$ cat src/rtl/vram_arbiter.sv
// Shares the single-port display RAM between scanout fetch (fixed priority) and the CPU bus.
// A saturating wait counter forces a CPU slot after MAX_WAIT lost cycles; read data is routed to the slot owner.
module vram_arbiter #(
  parameter int unsigned ADDR_WIDTH = 10,
  parameter int unsigned DATA_WIDTH = 32,
  parameter int unsigned MAX_WAIT   = 4
) (
  input  logic                    clk,
  input  logic                    reset_i,

  input  logic                    disp_req_i,
  input  logic [ADDR_WIDTH-1:0]   disp_addr_i,
  output logic                    disp_gnt_o,
  output logic                    disp_rvalid_o,
  output logic [DATA_WIDTH-1:0]   disp_rdata_o,

  input  logic                    cpu_req_i,
  input  logic                    cpu_we_i,
  input  logic [ADDR_WIDTH-1:0]   cpu_addr_i,
  input  logic [DATA_WIDTH-1:0]   cpu_wdata_i,
  input  logic [DATA_WIDTH/8-1:0] cpu_wstrb_i,
  output logic                    cpu_gnt_o,
  output logic                    cpu_rvalid_o,
  output logic [DATA_WIDTH-1:0]   cpu_rdata_o,

  output logic                    mem_en_o,
  output logic [DATA_WIDTH/8-1:0] mem_we_o,
  output logic [ADDR_WIDTH-1:0]   mem_addr_o,
  output logic [DATA_WIDTH-1:0]   mem_wdata_o,
  input  logic [DATA_WIDTH-1:0]   mem_rdata_i
);

  localparam logic [3:0] WAIT_LIMIT = 4'(MAX_WAIT);

  if (MAX_WAIT < 1 || MAX_WAIT > 15) begin : g_bad_max_wait
    $error("vram_arbiter: MAX_WAIT must be in 1..15");
  end
  if (DATA_WIDTH % 8 != 0) begin : g_bad_data_width
    $error("vram_arbiter: DATA_WIDTH must be a multiple of 8");
  end

  logic [3:0] wait_cnt;
  logic       disp_pend;
  logic       cpu_pend;
  logic       force_cpu;
  logic       cpu_gnt;
  logic       disp_gnt;

  // Grants are gated by reset so every output is quiet while reset is held.
  always_comb begin
    force_cpu = (wait_cnt == WAIT_LIMIT);
    cpu_gnt   = reset_i & cpu_req_i & (~disp_req_i | force_cpu);
    disp_gnt  = reset_i & disp_req_i & ~cpu_gnt;
  end

  always_comb begin
    disp_gnt_o = disp_gnt;
    cpu_gnt_o  = cpu_gnt;
  end

  always_comb begin
    mem_en_o    = disp_gnt | cpu_gnt;
    mem_we_o    = '0;
    mem_addr_o  = '0;
    mem_wdata_o = '0;
    if (cpu_gnt) begin
      mem_addr_o  = cpu_addr_i;
      mem_wdata_o = cpu_wdata_i;
      mem_we_o    = cpu_we_i ? cpu_wstrb_i : '0;
    end else if (disp_gnt) begin
      mem_addr_o  = disp_addr_i;
    end
  end

  always_ff @(posedge clk or negedge reset_i) begin
    if (!reset_i) begin
      wait_cnt  <= '0;
      disp_pend <= 1'b0;
      cpu_pend  <= 1'b0;
    end else begin
      disp_pend <= disp_gnt;
      cpu_pend  <= cpu_gnt;
      if (cpu_req_i && !cpu_gnt) begin
        if (wait_cnt != WAIT_LIMIT) begin
          wait_cnt <= wait_cnt + 4'd1;
        end
      end else begin
        wait_cnt <= '0;
      end
    end
  end

  always_comb begin
    disp_rvalid_o = disp_pend;
    cpu_rvalid_o  = cpu_pend;
    disp_rdata_o  = disp_pend ? mem_rdata_i : '0;
    cpu_rdata_o   = cpu_pend  ? mem_rdata_i : '0;
  end

endmodule

$ cat config.mk
export PLATFORM = sky130hd
export DESIGN_NAME = vram_arbiter
export DESIGN_NICKNAME = d
export VERILOG_FILES = /design/src/rtl/vram_arbiter.sv
export SDC_FILE = /design/constraint.sdc
export NUM_CORES = 1
export LEC_CHECK = 0
export BUFFER_PORTS_ARGS = -buffer_cell sky130_fd_sc_hd__buf_2
export CELL_PAD_IN_SITES_DETAIL_PLACEMENT = 0
export CELL_PAD_IN_SITES_GLOBAL_PLACEMENT = 1
export CORE_ASPECT_RATIO = 1.4
export CORE_UTILIZATION = 16
export DETAILED_ROUTE_END_ITERATION = 7
export GPL_TIMING_DRIVEN = 1
export PLACE_DENSITY = 0.89
export SLEW_MARGIN = 25
export SYNTH_ARGS = -nofsm -noshare
export SYNTH_HDL_FRONTEND = slang
export SYNTH_SLANG_ARGS = --single-unit
$ cat constraint.sdc
create_clock -name clk -period 3.8 [get_ports clk]
set_input_delay 0.19 -clock clk [delete_from_list [all_inputs] [get_ports clk]]
set_output_delay 0.19 -clock clk [all_outputs]
set_load 0.05 [all_outputs]
==> impl_metrics.yaml <==
yosys:
  syn-cell-area_um2: 1120
  ys_ff_latch: 6
  synth_ff_type: "dfrtp_1"
  ys_warn_count: 0
  syn_area_per_cell_um2: 7.40
  synthDistinctLibCells: 22
  netlist.area_leader.share: 0.538
  ys_top_cells_by_area: "and2_1 (54%), dfrtp_1 (13%), a22o_1 (7.8%), buf_6 (5.0%), and3_1 (2.2%)"
  synth_edf_count: 0
  yosysSeqAreaShare: 0.134
  synthCells: 151
  synth_most_common_cell: "and2_1"
  synth_nets: 246
  ys_top_cells_by_count: "and2_1 (96), a22o_1 (10), clkbuf_1 (6), dfrtp_1 (6), buf_6 (5)"
  synth_top_area_cell: "and2_1"
  synthArstFlopShare: 1.00
die:
  coreArea_um2: 6660
  fp.dieW_um: 72.6
  die-area_um2: 7330
  floorplan.rows: 35
  die_y_um: 101
  num_io_pins: 208
  initial_core_util: 0.168
global_routing:
  grt.total_usage: 0.113
  grt_max_degree: 49
  grt_pass1_vias: 1556
  grt_overflow: 0
  grt_pass1_wl_mm: 6.53
  antenna_found_initial: 0
sta:
  finalCritPeriodShare: 0.695
  finalMaxSlewViolations: 0
  setup_viol: 0
  slew-limit-headroom: 0.342
  skew_ns: 0.000967
  tightest_slew_ns: 0.986
  finalCriticalPeriod_ns: 2.64
  rsz0062_at_grt: "false"
  hold_viol: 0
  fmax_mhz: 378
  fin_setup_tns_ns: 0
clock_tree:
  cts_sinks: 6
  cts_root_buffer: "clkbuf_8"
  cts_resized: 0
  cts_buffers: 3
  clockBufferDepth: 2
  cts_tree: "yes"
  clk_pin_slew_ns: 0.04
  clock_latency_ns: 0.22
  htree_levels: 1
setup_path:
  path_class: "reg -> out"
  rrSetupSlack_ns: 1.89
  crit_required_ns: 3.61
  cp-end-kind: "output pin"
  path_max_fanout: 12
  arrival_ns: 2.45
  cp-start-kind: "register"
power:
  peakVddDrop_v: 0.000122
  total_power_uw: 487
  p_per_area_nw_per_um2: 217
  p_leak_uw: 0.00151
layout:
  drive_above_1_share: 0.607
  layoutNonFillerInstCount: 443
  utilization: 0.337
  area_growth_pct: 101
  fill_cells: 731
  antenna_cells: 0
  finalInstanceArea_um2: 2240
  fin_nets: 448
placement:
  gp_congestion: 0.789
  hpwl_mm: 4.09
  portBuffers: 207
  dp.cells: 439
  place_area_um2: 2190
route:
  vias_per_cell: 4.07
  ant_nets: 0
  drc: 0
  num_vias: 1802
  drtIter0Drc: 17
  routed_wl_mm: 4.66
  drt_pass1_iterations: 3
  routedWlPerCell_um: 10.5
run:
  maxCapViolations: 0
hold_path:
  hp-class: "in -> reg"
status:
  outcome: "finished clean"
## area by class of cell
class | instances | area, um2 | area share
tap | 92 | 115 | 0.0513
timing repair buffer | 209 | 1050 | 0.470
multi-input combinational | 130 | 872 | 0.389
clock buffer | 3 | 41.3 | 0.0184
inverter | 3 | 11.3 | 0.00502
sequential | 6 | 150 | 0.0669
## flip-flops by register name, indices dropped and copies added (netlist names)
register	count
wait_cnt	4
cpu_rvalid_o	1
disp_rvalid_o	1
## per-layer routing
metal  vias to the layer above  global-route usage  part of all wire
met5                         -                   0                 0
met4                         0              0.0332             0.012
met3                         4              0.0260              0.12
met2                       146               0.249              0.54
met1                       773              0.0927              0.33
li1                        879                   -                 -
## critical path, cell delays in order, from the launching register on
cell and delay, ns:
dfrtp_1 0.36, inv_1 0.08, ha_1 0.25, and3b_1 0.22
a21oi_1 0.79, a22o_1 0.26, buf_2 0.26
## power by group
group	total, uW	internal (uW)	leakage [uW]	switching, uW
combinational	314	94.1	0.00141	220
sequential	78.0	68.1	0.0000805	9.90
clock	95.5	68.1	0.0000216	27.5
## final timing paths
path | from | end | depth (start not counted)
setup / recovery | wait_cnt[0]$_DFFE_PN0P_ | mem_addr_o[1] | 6
hold / removal | cpu_req_i | wait_cnt[2]$_DFFE_PN0P_ | 3
setup reg to reg | wait_cnt[0]$_DFFE_PN0P_ | disp_rvalid_o$_DFF_PN0_ | 4
hold reg to reg | wait_cnt[1]$_DFFE_PN0P_ | wait_cnt[1]$_DFFE_PN0P_ | 2
max in group asynchronous | reset_i | wait_cnt[2]$_DFFE_PN0P_ | 2
min in group asynchronous | reset_i | cpu_rvalid_o$_DFF_PN0_ | 2
## cells in the final DEF, fill, tap and decap left out
master | Yosys | layout
dlygate4sd3_1 | 0 | 1
dfrtp_1 | 6 | 6
and2_1 | 96 | 96
clkbuf_8 | 0 | 3
nand3b_4 | 1 | 1
a211oi_1 | 1 | 1
nand2_1 | 2 | 2
o21a_1 | 1 | 1
and3b_1 | 1 | 1
a22o_1 | 10 | 10
nor2_1 | 1 | 1
xnor2_1 | 2 | 2
a21boi_0 | 1 | 1
ha_1 | 2 | 2
buf_4 | 0 | 1
buf_2 | 1 | 207
nand3_1 | 1 | 1
mux2i_1 | 2 | 2
inv_1 | 3 | 3
a21oi_1 | 1 | 1
and3_1 | 4 | 4
a21oi_2 | 1 | 1
nor3_1 | 3 | 3
## cell families (layout without fill, tap and decap cells)
logic type | after synthesis | in the layout | synth area share
xor+xnor | 2 | 2 | 0.0157
simple gates | 109 | 109 | 0.614
mux | 2 | 2 | 0.0179
compound gates | 15 | 15 | 0.111
flops | 6 | 6 | 0.134
buf+inv | 15 | 215 | 0.0851
fa+ha+maj | 2 | 2 | 0.0224
## through the flow
step	worst slack (ns)	hold slack (ns)
floorplan	1.85	-0.106
global placement	1.49	0.0466
detailed placement	1.34	0.0540
CTS	1.10	0.298
global route	1.03	0.325
finish	1.16	0.297
## timing repair
action                                  CTS  global route
endpoints found under the setup margin    0             0
hold buffers                              1             0
setup buffers                             0             0
endpoints found under the hold margin     6             0
Power figures use the tool's default switching activity.
